## config.mk

```make
export PLATFORM = sky130hd
export DESIGN_NAME = ram_arbiter
export DESIGN_NICKNAME = d
export VERILOG_FILES = /design/src/rtl/ram_ctrl_pkg.sv /design/src/rtl/ram_clr_seq.sv /design/src/rtl/ram_arbiter.sv
export SDC_FILE = /design/constraint.sdc
export NUM_CORES = 1
export LEC_CHECK = 0
export CAP_MARGIN = 20
export CORE_ASPECT_RATIO = 1.25
export CORE_MARGIN = 2
export CORE_UTILIZATION = 41
export CTS_CLUSTER_DIAMETER = 50
export DETAILED_ROUTE_END_ITERATION = 6
export PLACE_DENSITY_LB_ADDON = 0.25
export REMOVE_ABC_BUFFERS = 1
export SLEW_MARGIN = 20
export SYNTH_ARGS = -nofsm -noshare
export SYNTH_HDL_FRONTEND = slang
export SYNTH_SLANG_ARGS = --single-unit
```

## constraint.sdc

```tcl
create_clock -name CLK -period 1.8 [get_ports CLK]
set_clock_uncertainty 0.15 [all_clocks]
set_input_delay 0.18 -clock CLK [delete_from_list [all_inputs] [get_ports CLK]]
set_output_delay 0.18 -clock CLK [all_outputs]
set_load 0.02 [all_outputs]
```

## src/rtl/ram_ctrl_pkg.sv

```systemverilog
// Shared types and defaults for the label-RAM controller: clear FSM states,
// requester ids and default widths.
package ram_ctrl_pkg;

  localparam int unsigned ADDR_LEN_DEF = 16;
  localparam int unsigned DATA_LEN_DEF = 8;
  localparam int unsigned WAIT_LEN     = 16;

  localparam logic REQ_A = 1'b0;
  localparam logic REQ_B = 1'b1;

  typedef enum logic [1:0] {
    IDLE  = 2'd0,
    CLEAR = 2'd1,
    DONE  = 2'd2
  } clr_state_e;

endpackage

```

## src/rtl/ram_clr_seq.sv

```systemverilog
// Clear-sweep sequencer: walks the label range 0..CLR_LAST writing zeros,
// then pulses done for one cycle. All outputs come straight from flops.
module ram_clr_seq
  import ram_ctrl_pkg::*;
#(
  parameter int unsigned ADDR_LEN = ADDR_LEN_DEF,
  parameter int unsigned CLR_LAST = (32'd1 << ADDR_LEN) - 32'd1
) (
  input  logic                clk,
  input  logic                rst_n,
  input  logic                i_start,
  output logic                o_wr_en,
  output logic [ADDR_LEN-1:0] o_addr,
  output logic                o_busy,
  output logic                o_done
);

  localparam logic [ADDR_LEN-1:0] LAST_ADDR = ADDR_LEN'(CLR_LAST);

  clr_state_e          r_state;
  clr_state_e          w_state_nxt;
  logic [ADDR_LEN-1:0] r_cnt;
  logic [ADDR_LEN-1:0] w_cnt_nxt;
  logic                r_wr_en;
  logic                r_busy;
  logic                r_done;

  always_ff @(posedge clk) begin
    if (!rst_n) begin
      r_state <= IDLE;
      r_cnt   <= '0;
      r_wr_en <= 1'b0;
      r_busy  <= 1'b0;
      r_done  <= 1'b0;
    end else begin
      r_state <= w_state_nxt;
      r_cnt   <= w_cnt_nxt;
      r_wr_en <= (w_state_nxt == CLEAR);
      r_busy  <= (w_state_nxt != IDLE);
      r_done  <= (w_state_nxt == DONE);
    end
  end

  // Compare before incrementing so an all-ones last address never wraps.
  always_comb begin
    w_state_nxt = r_state;
    w_cnt_nxt   = r_cnt;
    unique case (r_state)
      IDLE: begin
        if (i_start) w_state_nxt = CLEAR;
      end
      CLEAR: begin
        w_cnt_nxt = r_cnt + ADDR_LEN'(1);
        if (r_cnt == LAST_ADDR) w_state_nxt = DONE;
      end
      DONE: begin
        w_cnt_nxt   = '0;
        w_state_nxt = IDLE;
      end
      default: begin
        w_cnt_nxt   = '0;
        w_state_nxt = IDLE;
      end
    endcase
  end

  assign o_wr_en = r_wr_en;
  assign o_addr  = r_cnt;
  assign o_busy  = r_busy;
  assign o_done  = r_done;

endmodule

```

## src/rtl/ram_arbiter.sv

```systemverilog
// Round-robin arbiter sharing the label RAM between wavefront (A) and
// trace-back (B), with the clear sweep muxed onto the write port.
// Optional wait counters are enabled by defining RAM_ARB_STATS_EN.
module ram_arbiter
  import ram_ctrl_pkg::*;
#(
  parameter int unsigned ADDR_LEN = ADDR_LEN_DEF,
  parameter int unsigned DATA_LEN = DATA_LEN_DEF,
  parameter int unsigned CLR_LAST = (32'd1 << ADDR_LEN) - 32'd1
) (
  input  logic                CLK,
  input  logic                RST_N,
  input  logic                clr_start,
  output logic                clr_busy,
  output logic                clr_done,
  input  logic                a_req,
  input  logic                b_req,
  input  logic                a_we,
  input  logic                b_we,
  input  logic [ADDR_LEN-1:0] a_addr,
  input  logic [ADDR_LEN-1:0] b_addr,
  input  logic [DATA_LEN-1:0] a_wdata,
  input  logic [DATA_LEN-1:0] b_wdata,
  output logic                a_gnt,
  output logic                b_gnt,
  output logic                a_rvalid,
  output logic                b_rvalid,
  output logic [DATA_LEN-1:0] rd_data,
  output logic                ram_wr_en,
  output logic [ADDR_LEN-1:0] ram_wr_addr,
  output logic [DATA_LEN-1:0] ram_wr_data,
  output logic [ADDR_LEN-1:0] ram_rd_addr,
  input  logic [DATA_LEN-1:0] ram_rd_data
`ifdef RAM_ARB_STATS_EN
  ,
  output logic [WAIT_LEN-1:0] a_wait_cnt,
  output logic [WAIT_LEN-1:0] b_wait_cnt
`endif
);

  logic                w_seq_wr_en;
  logic [ADDR_LEN-1:0] w_seq_addr;
  logic                w_seq_busy;
  logic                w_seq_done;

  logic                r_last_id;
  logic [ADDR_LEN-1:0] r_rd_addr;
  logic                r_a_rvalid;
  logic                r_b_rvalid;

  logic                w_arb_en;
  logic                w_a_win;
  logic                w_b_win;
  logic                w_win_we;
  logic [ADDR_LEN-1:0] w_win_addr;
  logic [DATA_LEN-1:0] w_win_wdata;
  logic                w_rd_issue;
  logic                w_wr_issue;

  ram_clr_seq #(
    .ADDR_LEN (ADDR_LEN),
    .CLR_LAST (CLR_LAST)
  ) u_clr_seq (
    .clk     (CLK),
    .rst_n   (RST_N),
    .i_start (clr_start),
    .o_wr_en (w_seq_wr_en),
    .o_addr  (w_seq_addr),
    .o_busy  (w_seq_busy),
    .o_done  (w_seq_done)
  );

  // Grants only in idle; a pending clr_start beats both requesters.
  always_comb begin
    w_arb_en    = RST_N & ~w_seq_busy & ~clr_start;
    w_a_win     = w_arb_en & a_req & (~b_req | (r_last_id == REQ_B));
    w_b_win     = w_arb_en & b_req & ~w_a_win;
    w_win_we    = w_a_win ? a_we    : b_we;
    w_win_addr  = w_a_win ? a_addr  : b_addr;
    w_win_wdata = w_a_win ? a_wdata : b_wdata;
    w_rd_issue  = (w_a_win | w_b_win) & ~w_win_we;
    w_wr_issue  = (w_a_win | w_b_win) & w_win_we;
  end

  always_comb begin
    ram_wr_en   = 1'b0;
    ram_wr_addr = '0;
    ram_wr_data = '0;
    if (RST_N && w_seq_wr_en) begin
      ram_wr_en   = 1'b1;
      ram_wr_addr = w_seq_addr;
    end else if (w_wr_issue) begin
      ram_wr_en   = 1'b1;
      ram_wr_addr = w_win_addr;
      ram_wr_data = w_win_wdata;
    end
  end

  always_ff @(posedge CLK) begin
    if (!RST_N) begin
      r_last_id  <= REQ_B;
      r_rd_addr  <= '0;
      r_a_rvalid <= 1'b0;
      r_b_rvalid <= 1'b0;
    end else begin
      if (w_a_win)      r_last_id <= REQ_A;
      else if (w_b_win) r_last_id <= REQ_B;
      if (w_rd_issue)   r_rd_addr <= w_win_addr;
      r_a_rvalid <= w_a_win & ~a_we;
      r_b_rvalid <= w_b_win & ~b_we;
    end
  end

  assign a_gnt       = w_a_win;
  assign b_gnt       = w_b_win;
  assign ram_rd_addr = w_rd_issue ? w_win_addr : r_rd_addr;
  assign a_rvalid    = r_a_rvalid;
  assign b_rvalid    = r_b_rvalid;
  // RAM data lands the cycle after the address, so it is passed through here.
  assign rd_data     = (r_a_rvalid | r_b_rvalid) ? ram_rd_data : '0;
  assign clr_busy    = w_seq_busy;
  assign clr_done    = w_seq_done;

`ifdef RAM_ARB_STATS_EN
  logic [WAIT_LEN-1:0] r_a_wait;
  logic [WAIT_LEN-1:0] r_b_wait;

  always_ff @(posedge CLK) begin
    if (!RST_N || w_seq_done) begin
      r_a_wait <= '0;
      r_b_wait <= '0;
    end else begin
      if (a_req && !w_a_win && !(&r_a_wait)) r_a_wait <= r_a_wait + WAIT_LEN'(1);
      if (b_req && !w_b_win && !(&r_b_wait)) r_b_wait <= r_b_wait + WAIT_LEN'(1);
    end
  end

  assign a_wait_cnt = r_a_wait;
  assign b_wait_cnt = r_b_wait;
`endif

endmodule

```

==> results.sh, run 1 <==
export IMPL_dp_cells=479
export IMPL_io_pins=118
export IMPL_regArea_um2=806
export IMPL_power_mw=2.48
export IMPL_synth_main_ff_cell="dfxtp_1"
export IMPL_fin_hold_ws_ns=0.295
export IMPL_finalNetCount=506
export IMPL_placed_area_mm2=0.00391
export IMPL_die_height_um=90.3
export IMPL_start_util_pct=42.3
export IMPL_synthArstFlopShare_pct=0
export IMPL_max_clock_freq_mhz=443
export IMPL_instances_no_fill=510
export IMPL_path_cells="or3b_4 > buf_12 > a21oi_4 > buf_6 > buf_6 > o22a_1 > buf_6"
export IMPL_cp_required_ns=1.47
export IMPL_grt_pass1_wl_um=15700
export IMPL_ys_ff_latch=40
export IMPL_avgViaCountPerCell=6.16
export IMPL_die_area_mm2=0.00660
export IMPL_critPathKind="flop to primary output"
export IMPL_areaGrowthSynthToFinish_pct=89.8
export IMPL_clkLatencyLatePin_ns=0.31
export IMPL_overflow=0
export IMPL_antenna_left=0
export IMPL_antenna_found_initial=1
export IMPL_cts_hold_buf=0
export IMPL_violations="setup timing"
export IMPL_cpMostUsedCell="buf_6"
export IMPL_drc=0
export IMPL_drive_gt1_share_pct=36.8
export IMPL_grt_pass1_vias=3156
export IMPL_grt_max_degree=20
export IMPL_power_density_mw_per_mm2=535
export IMPL_avgRoutedWirePerCell_um=21.2
export IMPL_dr_total_vias=3142
export IMPL_cts_tree="built"
export IMPL_slew_headroom_pct=67.3
export IMPL_cp_max_fo=5
export IMPL_critPathArrivalTime_ns=1.93
export IMPL_end_kind="primary output"
export IMPL_synth_cell_types=42
export IMPL_fin_ws_ns=-0.459
export IMPL_grt_util_all_layers_pct=30.7
export IMPL_setup_violations=58
export IMPL_drtIter0Drc=252
export IMPL_leakage_nw=1.95
export IMPL_ir_worst_vdd_mv=0.489
export IMPL_status="finished, violations left"
export IMPL_fillCellCount=352
export IMPL_synth_edff_count=0
export IMPL_std_cell_rows=31
export IMPL_utilization_pct=80.3
export IMPL_cts_buffer_depth=2
export IMPL_critPathMaxStageDelay_ns=0.44
export IMPL_cpMaxStageDelayCell="or3b_4"
export IMPL_finalInstanceArea_mm2=0.00464
export IMPL_drv_slew=0
export IMPL_rsz0062_at_grt="yes"
export IMPL_syn_area_per_cell_um2=8.86
export IMPL_wl_um=10800
export IMPL_core_area_mm2=0.00578
export IMPL_drt_first_pass_iters=6
export IMPL_die_w_um=73.1
export IMPL_ys_seq_area_share_pct=32.8
export IMPL_clk_pin_slew_worst_paths_ns=0.08
export IMPL_gp_congestion=0.870
export IMPL_htree_levels=2
export IMPL_clockRootBuffer="clkbuf_8"
export IMPL_netlist_area_mm2=0.00244
export IMPL_multi_input_area_mm2=0.00174
export IMPL_worst_pin_slew_ns=0.488
export IMPL_startpoint_type="flop"
export IMPL_syn_inst=276
export IMPL_numCtsBuffers=5
export IMPL_finalCritPeriodShare_pct=125
export IMPL_hold_violations=0
export IMPL_hpwl_um=5870
export IMPL_hold_path_class="input port to flop"
export IMPL_synth_warnings=0
export IMPL_cap_violations=0
export IMPL_portBuffers=117
export IMPL_min_period_ns=2.26
export IMPL_cts_sinks=40
==> final cells by class <==
class	instances	share of cell area, %
inverter	4	0.324
tap	66	1.78
clock inverter	2	0.836
timing repair buffer	180	40.3
clock buffer	6	1.78
multi-input combinational	211	37.6
antenna	1	0.0539
sequential	40	17.4
==> kinds of logic after synthesis <==
kind of cell / Yosys count / share of synthesized area, %
simple gates: 93 / 19.9
compound gates: 78 / 26.2
flops: 40 / 32.8
buf+inv: 27 / 6.14
mux: 25 / 10.2
xor+xnor: 12 / 4.30
fa+ha+maj: 1 / 0.512
==> power breakdown <==
part           switching, mW  leakage (nW)  internal, mW  total (mW)
registers             0.0215         0.326         0.911       0.932
clock network          0.351        0.0614         0.454       0.805
logic                  0.326          1.56         0.419       0.745
total                  0.699          1.95          1.78        2.48
==> final timing paths <==
check / startpoint / end / slack (ns) / depth (start not counted)
max: u_clr_seq.o_busy$_SDFF_PN0_ / ram_rd_addr[0] / -0.46 / 7
min: clr_start / u_clr_seq.o_busy$_SDFF_PN0_ / 0.30 / 4
max reg2reg: u_clr_seq.o_busy$_SDFF_PN0_ / r_rd_addr[14]$_SDFF_PN0_ / -0.26 / 9
min reg2reg: r_rd_addr[1]$_SDFF_PN0_ / r_rd_addr[1]$_SDFF_PN0_ / 0.39 / 1
==> layout by cell type (no fill, tap or decap), drive strengths merged, types with 9 or more instances in the layout <==
master and count:
mux2i 25, dlygate4sd2 12, o221a 16, dfxtp 40
nor2 29, clkdlybuf4s50 62, o21ai 23, o22a 32
xnor2 9, buf 104, nand2 21
==> metrics by stage <==
step | TNS (ns) | worst slack (ns)
after global placement | -40.53 | -0.918
after detailed placement | -42.35 | -0.968
after global routing | -22.17 | -0.509
after floorplan | -12.22 | -0.478
final | -19.52 | -0.459
after CTS | -16.13 | -0.425
==> registers in the layout, indices dropped and copies added, names as in the netlist <==
| signal | count |
|---|---|
| r_rd_addr | 16 |
| u_clr_seq.o_addr | 16 |
| u_clr_seq.r_state | 2 |
| a_rvalid | 1 |
| b_rvalid | 1 |
| r_last_id | 1 |
| u_clr_seq.o_busy | 1 |
| u_clr_seq.o_done | 1 |
| u_clr_seq.o_wr_en | 1 |
==> cells in the mapped netlist, types with 4 or more instances <==
| library cell | instances | area, um^2 |
|---|---|---|
| nand2_1 | 21 | 78.8 |
| buf_2 | 9 | 45.0 |
| mux2i_1 | 25 | 250 |
| nand3_1 | 4 | 20.0 |
| o21ai_0 | 8 | 40.0 |
| dfxtp_1 | 40 | 801 |
| nor2b_1 | 8 | 50.1 |
| buf_6 | 4 | 45.0 |
| o21ai_1 | 12 | 60.1 |
| nor3_1 | 4 | 20.0 |
| o22a_1 | 32 | 280 |
| nand4_1 | 5 | 31.3 |
| xnor2_1 | 9 | 78.8 |
| a21oi_1 | 4 | 20.0 |
| o221a_1 | 14 | 158 |
| nor2_1 | 29 | 109 |
| and2_1 | 4 | 25.0 |
| clkbuf_1 | 7 | 26.3 |
| inv_1 | 4 | 15.0 |
==> critical path, delay by kind of cell, from the launching register on <==
family	cells	cell delay, ns
compound gates	2	0.32
buf+inv	4	0.51
flops	1	0.35
simple gates	1	0.44
==> per-layer routing <==
metal  global-route usage (%)  wire [um]  up-vias
met4                     16.7        548        0
met3                     4.69        829       51
li1                         -          -     1359
met2                     55.6       5640      207
met1                     32.6       3810     1525
met5                        0          0        -
==> repair_timing <==
action / in CTS / in global routing
gates cloned: 7 / 0
pin swaps: 21 / 5
buffers inserted: 13 / 3
resized for setup: 313 / 30
setup endpoints to repair: 58 / 68
No activity file was read; power rests on OpenSTA's default activity.
==> run 2: changes to the inputs <==
--- a/config.mk
+++ b/config.mk
@@ -10,6 +10,7 @@
 export CORE_MARGIN = 2
 export CORE_UTILIZATION = 41
 export CTS_CLUSTER_DIAMETER = 50
+export CTS_CLUSTER_SIZE = 14
 export DETAILED_ROUTE_END_ITERATION = 6
 export PLACE_DENSITY_LB_ADDON = 0.25
 export REMOVE_ABC_BUFFERS = 1
==> results of run 2 <==
No change in the layout: final DEF, timing and power equal those of run 1.
==> run 3: changes to the inputs <==
--- a/config.mk
+++ b/config.mk
@@ -8,7 +8,7 @@
 export CAP_MARGIN = 20
 export CORE_ASPECT_RATIO = 1.25
 export CORE_MARGIN = 2
-export CORE_UTILIZATION = 41
+export CORE_UTILIZATION = 44
 export CTS_CLUSTER_DIAMETER = 50
 export CTS_CLUSTER_SIZE = 14
 export DETAILED_ROUTE_END_ITERATION = 6
==> constraint.sdc (replaced) <==
create_clock -name CLK -period 2.7 [get_ports CLK]
set_clock_uncertainty 0.15 [all_clocks]
set_input_delay 0.27 -clock CLK [delete_from_list [all_inputs] [get_ports CLK]]
set_output_delay 0.27 -clock CLK [all_outputs]
set_load 0.02 [all_outputs]
==> results.sh, run 3 (synthesized netlist as in run 1, its figures left out) <==
export IMPL_setup_violations=0
export IMPL_hpwl_um=6140
export IMPL_htree_levels=2
export IMPL_wl_um=7860
export IMPL_clockRootBuffer="clkbuf_8"
export IMPL_drive_gt1_share_pct=11.3
export IMPL_avgViaCountPerCell=5.54
export IMPL_fillCellCount=463
export IMPL_ir_worst_vdd_mv=0.259
export IMPL_finalNetCount=464
export IMPL_met3_wirelength_um=189
export IMPL_max_clock_freq_mhz=383
export IMPL_hold_path_class="flop to flop"
export IMPL_setup_tns_ns=0
export IMPL_wl_met2_um=4070
export IMPL_gp_congestion=0.860
export IMPL_drt_first_pass_iters=4
export IMPL_leakage_nw=1.64
export IMPL_avgRoutedWirePerCell_um=16.9
export IMPL_end_kind="primary output"
export IMPL_dr_total_vias=2572
export IMPL_core_area_mm2=0.00541
export IMPL_routed_top_layer="met4"
export IMPL_grt_max_degree=27
export IMPL_die_height_um=87.3
export IMPL_fin_hold_ws_ns=0.391
export IMPL_drc=0
export IMPL_grt_util_all_layers_pct=25.0
export IMPL_overflow=0
export IMPL_io_pins=118
export IMPL_startpoint_type="input port"
export IMPL_cp_required_ns=2.28
export IMPL_wl_met1_um=3400
export IMPL_finalCritPeriodShare_pct=96.8
export IMPL_final_cell_mix="clkdlybuf4s50_1, dfxtp_1, dlygate4sd2_1"
export IMPL_grt_pass1_vias=2506
export IMPL_cts_tree="built"
export IMPL_critPathArrivalTime_ns=2.19
export IMPL_portBuffers=117
export IMPL_antenna_found_initial=0
export IMPL_antenna_left=0
export IMPL_drtIter0Drc=126
export IMPL_status="completed"
export IMPL_areaGrowthSynthToFinish_pct=56.0
export IMPL_die_area_mm2=0.00617
export IMPL_cap_violations=0
export IMPL_path_cells="clkdlybuf4s50_1 > or3b_4 > nor3_2 > o21ai_2 > buf_4 > o21ai_0 > clkdlybuf4s15_1"
export IMPL_critPathKind="input port to primary output"
export IMPL_cts_buffer_depth=2
export IMPL_worst_pin_slew_ns=0.483
export IMPL_start_util_pct=45.2
export IMPL_rsz0062_at_grt="no"
export IMPL_die_w_um=70.7
export IMPL_cp_max_fo=6
export IMPL_slew_headroom_pct=67.7
export IMPL_power_mw=1.37
export IMPL_std_cell_rows=30
export IMPL_grt_pass1_wl_um=12200
export IMPL_min_period_ns=2.61
export IMPL_power_density_mw_per_mm2=360
export IMPL_final_common_cell="clkdlybuf4s50_1"
export IMPL_critPathMaxStageDelay_ns=0.52
export IMPL_drv_slew=0
export IMPL_cpMaxStageDelayCell="clkdlybuf4s50_1"
export IMPL_clkLatencyLatePin_ns=0.30
export IMPL_clk_pin_slew_worst_paths_ns=0.08
export IMPL_antennaDiodeCount=0
export IMPL_numCtsBuffers=5
export IMPL_hold_violations=0
export IMPL_cts_sinks=40
run 3: power breakdown:
group	leakage [nW]	switching, mW	internal [mW]
Combinational	1.28	0.161	0.204
Clock	0.0410	0.209	0.176
Sequential	0.325	0.0145	0.607
run 3: layout make-up:
class / count / area, um^2 / area share (%)
sequential: 40 / 801 / 21.0
multi-input combinational: 209 / 1500 / 39.3
inverter: 4 / 15.0 / 0.394
clock buffer: 6 / 72.6 / 1.90
tap: 64 / 80.1 / 2.10
clock inverter: 1 / 5.00 / 0.131
timing repair buffer: 140 / 1340 / 35.2
run 3: path summary, 6_finish.rpt:
path,startpoint,to,slack [ns],depth (start not counted)
max reg2reg,u_clr_seq.o_addr[3]$_SDFFE_PN0N_,u_clr_seq.o_wr_en$_SDFF_PN0_,0.84,4
min,r_rd_addr[12]$_SDFF_PN0_,r_rd_addr[12]$_SDFF_PN0_,0.39,1
max,RST_N,ram_wr_addr[2],0.09,7
min reg2reg,r_rd_addr[12]$_SDFF_PN0_,r_rd_addr[12]$_SDFF_PN0_,0.39,1
run 3: worst max-delay path, delay by kind of cell:
family,cells,cell delay (ns)
buffers and inverters,3,1.02
AND/OR/NAND/NOR,2,0.59
AO/OA/AOI/OAI,2,0.31
run 3: per-layer routing:
layer  vias up  global-route usage [%]
li1       1265                       -
met2        51                    43.2
met5         -                       0
met1      1241                    31.7
met3        15                    2.89
met4         0                    9.95
run 3: timing repair:
| action | 4_1_cts | 5_1_grt |
|---|---|---|
| pin swaps | 0 | 0 |
| buffers inserted | 0 | 0 |
| resized for setup | 41 | 5 |
| hold buffers | 0 | 0 |
| setup endpoints to repair | 40 | 3 |
run 3: per-stage QoR:
stage | util (%) | instances | instance area, um^2 | setup WS (ns)
final | 70.6 | 464 | 3810 | 0.0857
after global routing | 70.6 | 464 | 3810 | 0.00469
after CTS | 70.6 | 464 | 3820 | 0.0824
after detailed placement | 70.0 | 457 | 3780 | -0.182
after global placement | 70.0 | 457 | 3780 | -0.195
after floorplan | - | 253 | 2310 | 0.332
==> variant 1, RTL diff (flow settings as in run 2) <==
Change the package constant `ADDR_LEN_DEF` from 16 to 32.
--- a/src/rtl/ram_ctrl_pkg.sv
+++ b/src/rtl/ram_ctrl_pkg.sv
@@ -4,3 +4,3 @@
 
-  localparam int unsigned ADDR_LEN_DEF = 16;
+  localparam int unsigned ADDR_LEN_DEF = 32;
   localparam int unsigned DATA_LEN_DEF = 8;
Interface: changed (resized a_addr, b_addr, ram_rd_addr and ram_wr_addr); port bits go from 118 to 182. The function was not compared with the original's and may differ.
==> variant 1 against run 2 <==
  * Sequential cell count up 32
  * Via count rose by 95%
  * Design area increased by 91%
  * Power increased by 100%
  * Synthesized area grew 69%
  * Clock power increased to 2.6 times the old value
  * Critical endpoint is now ram_wr_addr[6]
  * The flow still finishes with violations (setup timing)
  * Worst setup slack lost 0.34 ns
  * Cell count is 90% higher
  * Utilization grew 9.0 points
  * Global-route usage rose by 0.19 points
  * Routed wire length up 110%
  * Largest cell class is now multi-input gates
==> variant 1: results (changes against run 2) <==
----------------------------------------------------
[Outcome]
  Failing checks ... setup timing (unchanged)
  Outcome ... finished with violations (unchanged)

[Routing]
  DR vias ... 6139 (was 3142)
  DRT Wirelength ... 23000 um (was 10800 um)

[Logic synthesis]
  Commonest cells post-synth ... 72 x dfxtp_1, 62 x nand2_1, 56 x a21oi_1 (was 40 x dfxtp_1, 32 x o22a_1, 29 x nor2_1)
  Share of synthesized area occupied by flip-flops and latches ... 0.349 (was 0.328)

[STA]
  Worst hold slack after final layout ... 0.232 ns (was 0.295 ns)
  Final worst-path setup slack ... -0.795 ns (was -0.459 ns)
  Actual transition at the worst max-transition pin ... 0.514 ns (was 0.488 ns)
  Total of endpoints with negative setup slack in the final report ... 128 (was 58)

[Clock network]
  CTS root buffer ... clkbuf_16 (was clkbuf_8)

[Setup path]
  Worst R2R Path Depth ... 6 (was 9)
  Capture instance of the worst register-to-register path ... u_clr_seq.o_addr[18] (was r_rd_addr[14])
  Family with the most delay on the worst path ... simple AND/OR/NAND/NOR gates (was buffers and inverters)
  Register-to-register path setup slack ... -0.53 ns (was -0.26 ns)
  Delay of the slowest cell on the worst path ... 0.40 ns (was 0.44 ns)
  Worst R2R Start ... u_clr_seq.r_state[0] (was u_clr_seq.o_busy)
  CP Data Arrival Time ... 2.27 ns (was 1.93 ns)

[Pwr]
  Sw Pwr ... 0.00139 W (was 0.000699 W)
  Static Leakage ... 3.63 nW (was 1.95 nW)

[Global route]
  Wire length of the first global-routing pass ... 26700 um (was 15700 um)
  Initial antenna violation count ... 0 (was 1)
  Via count of the first global-routing pass ... 5460 (was 3156)
  Global-route usage over all layers ... 0.309 (was 0.307)

[Placement]
  Setup WS pre-CTS ... -1.26 ns (was -0.968 ns)
  Number of input and output port buffers inserted ... 181 (was 117)
  Final HPWL DP ... 10600 um (was 5870 um)
  Number of instances in the placed design ... 917 (was 479)

[Layout]
  Proportion of layout cells with a drive suffix above 1 ... 0.503 (was 0.368)

----------------------------------------------------
==> variant 1: cell count changes in the layout (fill, tap and decap cells not counted), sizes merged, moves of 34 or more <==
cell           change
buf              +106
a21oi             +51
nand2             +41
inv               +39
clkdlybuf4s50     +34
==> variant 1: logic make-up after synthesis <==
| family | count (synthesis) | synth area share |
|---|---|---|
| muxes | 34 | 0.0824 |
| DFF | 72 | 0.349 |
| and+or+nand+nor | 160 | 0.199 |
| adders and majority gates | 1 | 0.00303 |
| AOI/OAI and AO/OA | 181 | 0.265 |
| buffers and inverters | 84 | 0.0808 |
| xor gates and xnor gates | 10 | 0.0212 |
==> variant 1: worst reg2reg max path, cell delays in order, from the launching register on <==
cell and delay (ns):
dfxtp_2 0.38, buf_6 0.16, nand2_4 0.06, or4_4 0.62, clkbuf_16 0.21, o31ai_1 0.49, a21oi_2 0.13
==> variant 1: how the worst max path moves through the flow <==
stage / endpoint / slack, ns / cells past startpoint
after global placement: ram_wr_addr[30] / -1.13 / 7
final: ram_wr_addr[6] / -0.80 / 6
after global routing: ram_wr_addr[26] / -0.81 / 6
after detailed placement: ram_wr_addr[10] / -1.26 / 7
after CTS: ram_rd_addr[24] / -0.69 / 7
after floorplan: ram_rd_addr[0] / -2.38 / 5
==> variant 1: per-layer routing <==
metal  wire length, um  GRT usage  up-vias
met5                 0          0        -
met4              1450      0.122        0
met3              1830     0.0445      143
met2             11500      0.577      456
met1              8170      0.352     2969
li1                  -          -     2571
==> variant 1: repair_timing <==
item                       4_1_cts  5_1_grt
setup endpoints to repair      136      131
setup buffers                   15       20
hold endpoints to repair         0        0
gates cloned                     3        5
gates resized for setup        586      193
pin swaps                       49       72
hold buffers                     0        0
==> variant 1: power by group through the flow <==
| stage | Sequential (W) | Clock, W | Combinational (W) |
|---|---|---|---|
| 6_report | 0.00167 | 0.00212 | 0.00123 |
| 5_1_grt | 0.00166 | 0.00217 | 0.00127 |
| 4_1_cts | 0.00165 | 0.00207 | 0.000991 |
| 3_5_place_dp | 0.00169 | 0 | 0.000881 |
| 3_3_place_gp | 0.00169 | 0 | 0.000864 |
| 2_1_floorplan | 0.00169 | 0 | 0.000336 |
==> variant 1: cell type report <==
cell class / instances / area [um2]
Multi-Input combinational cell: 386 / 3540
Timing Repair Buffer: 322 / 3200
Sequential cell: 72 / 1470
Fill cell: 413 / 1070
Clock buffer: 9 / 225
Inverter: 43 / 171
Tap cell: 129 / 161
Clock inverter: 7 / 119
==> variant 1: per-stage QoR <==
step,TNS [ns],cell area [um2]
after global routing,-71.89,8890
after CTS,-58.02,7840
final,-67.72,8890
after detailed placement,-111.07,6840
after global placement,-102.26,6840
after floorplan,-205.71,3960
==> variant 2, RTL diff (settings of run 2) <==
Without the edit above. The 3 states of `clr_state_e` get a one-hot encoding in 3 bits.
--- a/src/rtl/ram_ctrl_pkg.sv
+++ b/src/rtl/ram_ctrl_pkg.sv
@@ -11,6 +11,6 @@
 
-  typedef enum logic [1:0] {
-    IDLE  = 2'd0,
-    CLEAR = 2'd1,
-    DONE  = 2'd2
+  typedef enum logic [2:0] {
+    IDLE  = 3'b001,
+    CLEAR = 3'b010,
+    DONE  = 3'b100
   } clr_state_e;
Formal check against the unedited RTL: same outputs for any inputs over 10 cycles, from zero or initial values and one cycle with RST_N low; not proved beyond that.
==> variant 2 against run 2 <==
  * Sequential cell count rose by 1
  * Routed wire length is 20% lower
  * Worst hold slack got worse by 0.041 ns
  * Synthesized cell count rose by 18%
  * The flow still finishes with violations (setup timing)
  * Power down 8.5%
  * First-iteration DRC count fell by 50%
  * Count of clock-buffer cells in the layout fell by 1
  * Synthesized area up 6.7%
  * Worst setup slack improved by 0.041 ns
  * Sequential power up 2.8%
  * Largest cell class is now multi-input gates
  * Design area down 2.8%
==> variant 2: results (changes against run 2) <==
----------------------------------------------------
[Setup path]
  Top fanout value on the critical path ... 7 (was 5)
  CP Data Arrival Time ... 1.89 ns (was 1.93 ns)

[Routing]
  Starting DRT DRC Count ... 126 (was 252)
  DR vias ... 2974 (was 3142)
  DRT Wirelength ... 8610 um (was 10800 um)
  First-pass DRT Iterations ... 5 (was 6)

[Placement]
  Global placement routability congestion ... 0.861 (was 0.870)
  Final HPWL DP ... 5920 um (was 5870 um)
  Number of input and output port buffers inserted ... 117 (unchanged)
  Setup WS pre-CTS ... -1.04 ns (was -0.968 ns)

[Clock network]
  Source-to-sink clock delay at the later pin of the worst-skew pair ... 0.31 ns (about the same)
  Worst-path clk slew ... 0.08 ns (about the same)
  H-tree lvl count ... 2 (unchanged)
  TritonCTS buffer count ... 5 (unchanged)
  CTS root buffer ... clkbuf_8 (unchanged)
  Maximum count of clock buffers along a single path ... 2 (unchanged)

[Logic synthesis]
  Largest cells by area after synthesis ... dfxtp_1 31%, mux2i_1 19%, nand2_1 7.8% (was dfxtp_1 33%, o22a_1 11%, mux2i_1 10%)
  Main synth FF type ... dfxtp_1 (unchanged)
  Share of synthesized area occupied by flip-flops and latches ... 0.315 (was 0.328)
  Number of distinct standard cells referenced by the synthesized netlist ... 47 (was 42)
  Commonest cells post-synth ... 54 x nand2_1, 49 x mux2i_1, 41 x dfxtp_1 (was 40 x dfxtp_1, 32 x o22a_1, 29 x nor2_1)
  Proportion of register bits with asynchronous set or reset after synthesis ... 0 (unchanged)
  YS warnings ... 0 (unchanged)

[STA]
  Actual transition at the worst max-transition pin ... 0.365 ns (was 0.488 ns)
  Final worst-path setup slack ... -0.418 ns (was -0.459 ns)
  Total of endpoints with negative setup slack in the final report ... 43 (was 58)

[Min path]
  Worst min-delay path category ... in2reg (unchanged)

[Global route]
  Initial antenna violation count ... 0 (was 1)
  Via count of the first global-routing pass ... 2835 (was 3156)
  Wire length of the first global-routing pass ... 12900 um (was 15700 um)
  Pin count of the biggest net entering global routing ... 35 (was 20)
  Global-route usage over all layers ... 0.235 (was 0.307)

[Layout]
  # nets final ... 545 (was 506)
  Diode insertion count for antenna repair ... 0 (was 1)
  Fill cell total of the finished layout ... 507 (was 352)
  Proportion of layout cells with a drive suffix above 1 ... 0.311 (was 0.368)

[Outcome]
  Failing checks ... setup timing (unchanged)
  Outcome ... finished with violations (unchanged)

[Pwr]
  Static Leakage ... 1.88 nW (was 1.95 nW)
  IR Drop Worst-Case VDD ... 322 uV (was 489 uV)

----------------------------------------------------
==> variant 2: changes by cell type in the layout (fill, tap and decap cells not counted), moves of 9 or more <==
cell | before | now
buf_4 | 47 | 62
nor2_1 | 24 | 10
a21oi_1 | 4 | 15
inv_1 | 4 | 19
o221a_1 | 14 | 0
buf_6 | 45 | 21
o21ai_2 | 11 | 2
o22a_1 | 32 | 0
mux2i_1 | 18 | 32
xnor2_1 | 9 | 0
nand2_1 | 21 | 50
==> variant 2: final timing paths <==
kind / start / endpoint / slack [ns] / cells after the start
worst min register to register: r_rd_addr[15] / r_rd_addr[15] / 0.32 / 2
worst min-delay path: b_req / r_last_id / 0.25 / 4
worst max-delay path: r_last_id / ram_rd_addr[5] / -0.42 / 7
worst max register to register: r_last_id / r_rd_addr[4] / -0.03 / 9
==> variant 2: final cells by class <==
cell class | instances | share of cell area
clock inverters | 3 | 0.00388
well taps | 85 | 0.0236
inverters | 20 | 0.0178
multi-input cells | 241 | 0.399
flip-flops and latches | 41 | 0.183
repair buffers | 172 | 0.358
clock buffers | 5 | 0.0153
==> variant 2: cell families after synthesis <==
logic type,share of synthesized area
simple gates,0.258
compound gates,0.153
mux,0.188
buf+inv,0.0825
flops,0.315
fa+ha+maj,0.00480
==> variant 2: worst max-delay path: stages, from the launching register on <==
cell and delay (ns):
dfxtp_2 0.32, nand2b_4 0.15, and3_4 0.20, nor3_4 0.23
buf_6 0.15, buf_12 0.13, mux2i_2 0.22, buf_4 0.17
==> variant 2: power by group <==
part / internal (W) / switching, W / total (W)
registers: 0.000939 / 0.0000189 / 0.000958
logic: 0.000387 / 0.000318 / 0.000704
clock network: 0.000268 / 0.000341 / 0.000609
total: 0.00159 / 0.000677 / 0.00227
==> variant 2: repair_timing <==
action	CTS	global route
setup buffers	14	6
resized for setup	265	38
pin swaps	7	5
endpoints found under the hold margin	0	0
cloned	1	0
setup endpoints to repair	61	67
==> variant 2: layer usage <==
metal | track usage | routed length [um] | share of wire | vias up
met2 | 0.443 | 4520 | 0.52 | 137
met5 | 0 | 0 | 0 | -
li1 | - | - | - | 1460
met3 | 0.0485 | 798 | 0.093 | 9
met1 | 0.257 | 3200 | 0.37 | 1368
met4 | 0.0570 | 90 | 0.010 | 0
==> variant 2: through the flow <==
| step | setup TNS [ns] | total power, W | area, um2 | cells |
|---|---|---|---|---|
| floorplan | -42.22 | 0.00123 | 2470 | 302 |
| global placement | -43.59 | 0.00158 | 4080 | 540 |
| detailed placement | -46.63 | 0.00159 | 4080 | 540 |
| CTS | -15.37 | 0.00226 | 4400 | 563 |
| global route | -16.93 | 0.00236 | 4510 | 567 |
| finish | -13.60 | 0.00227 | 4510 | 567 |
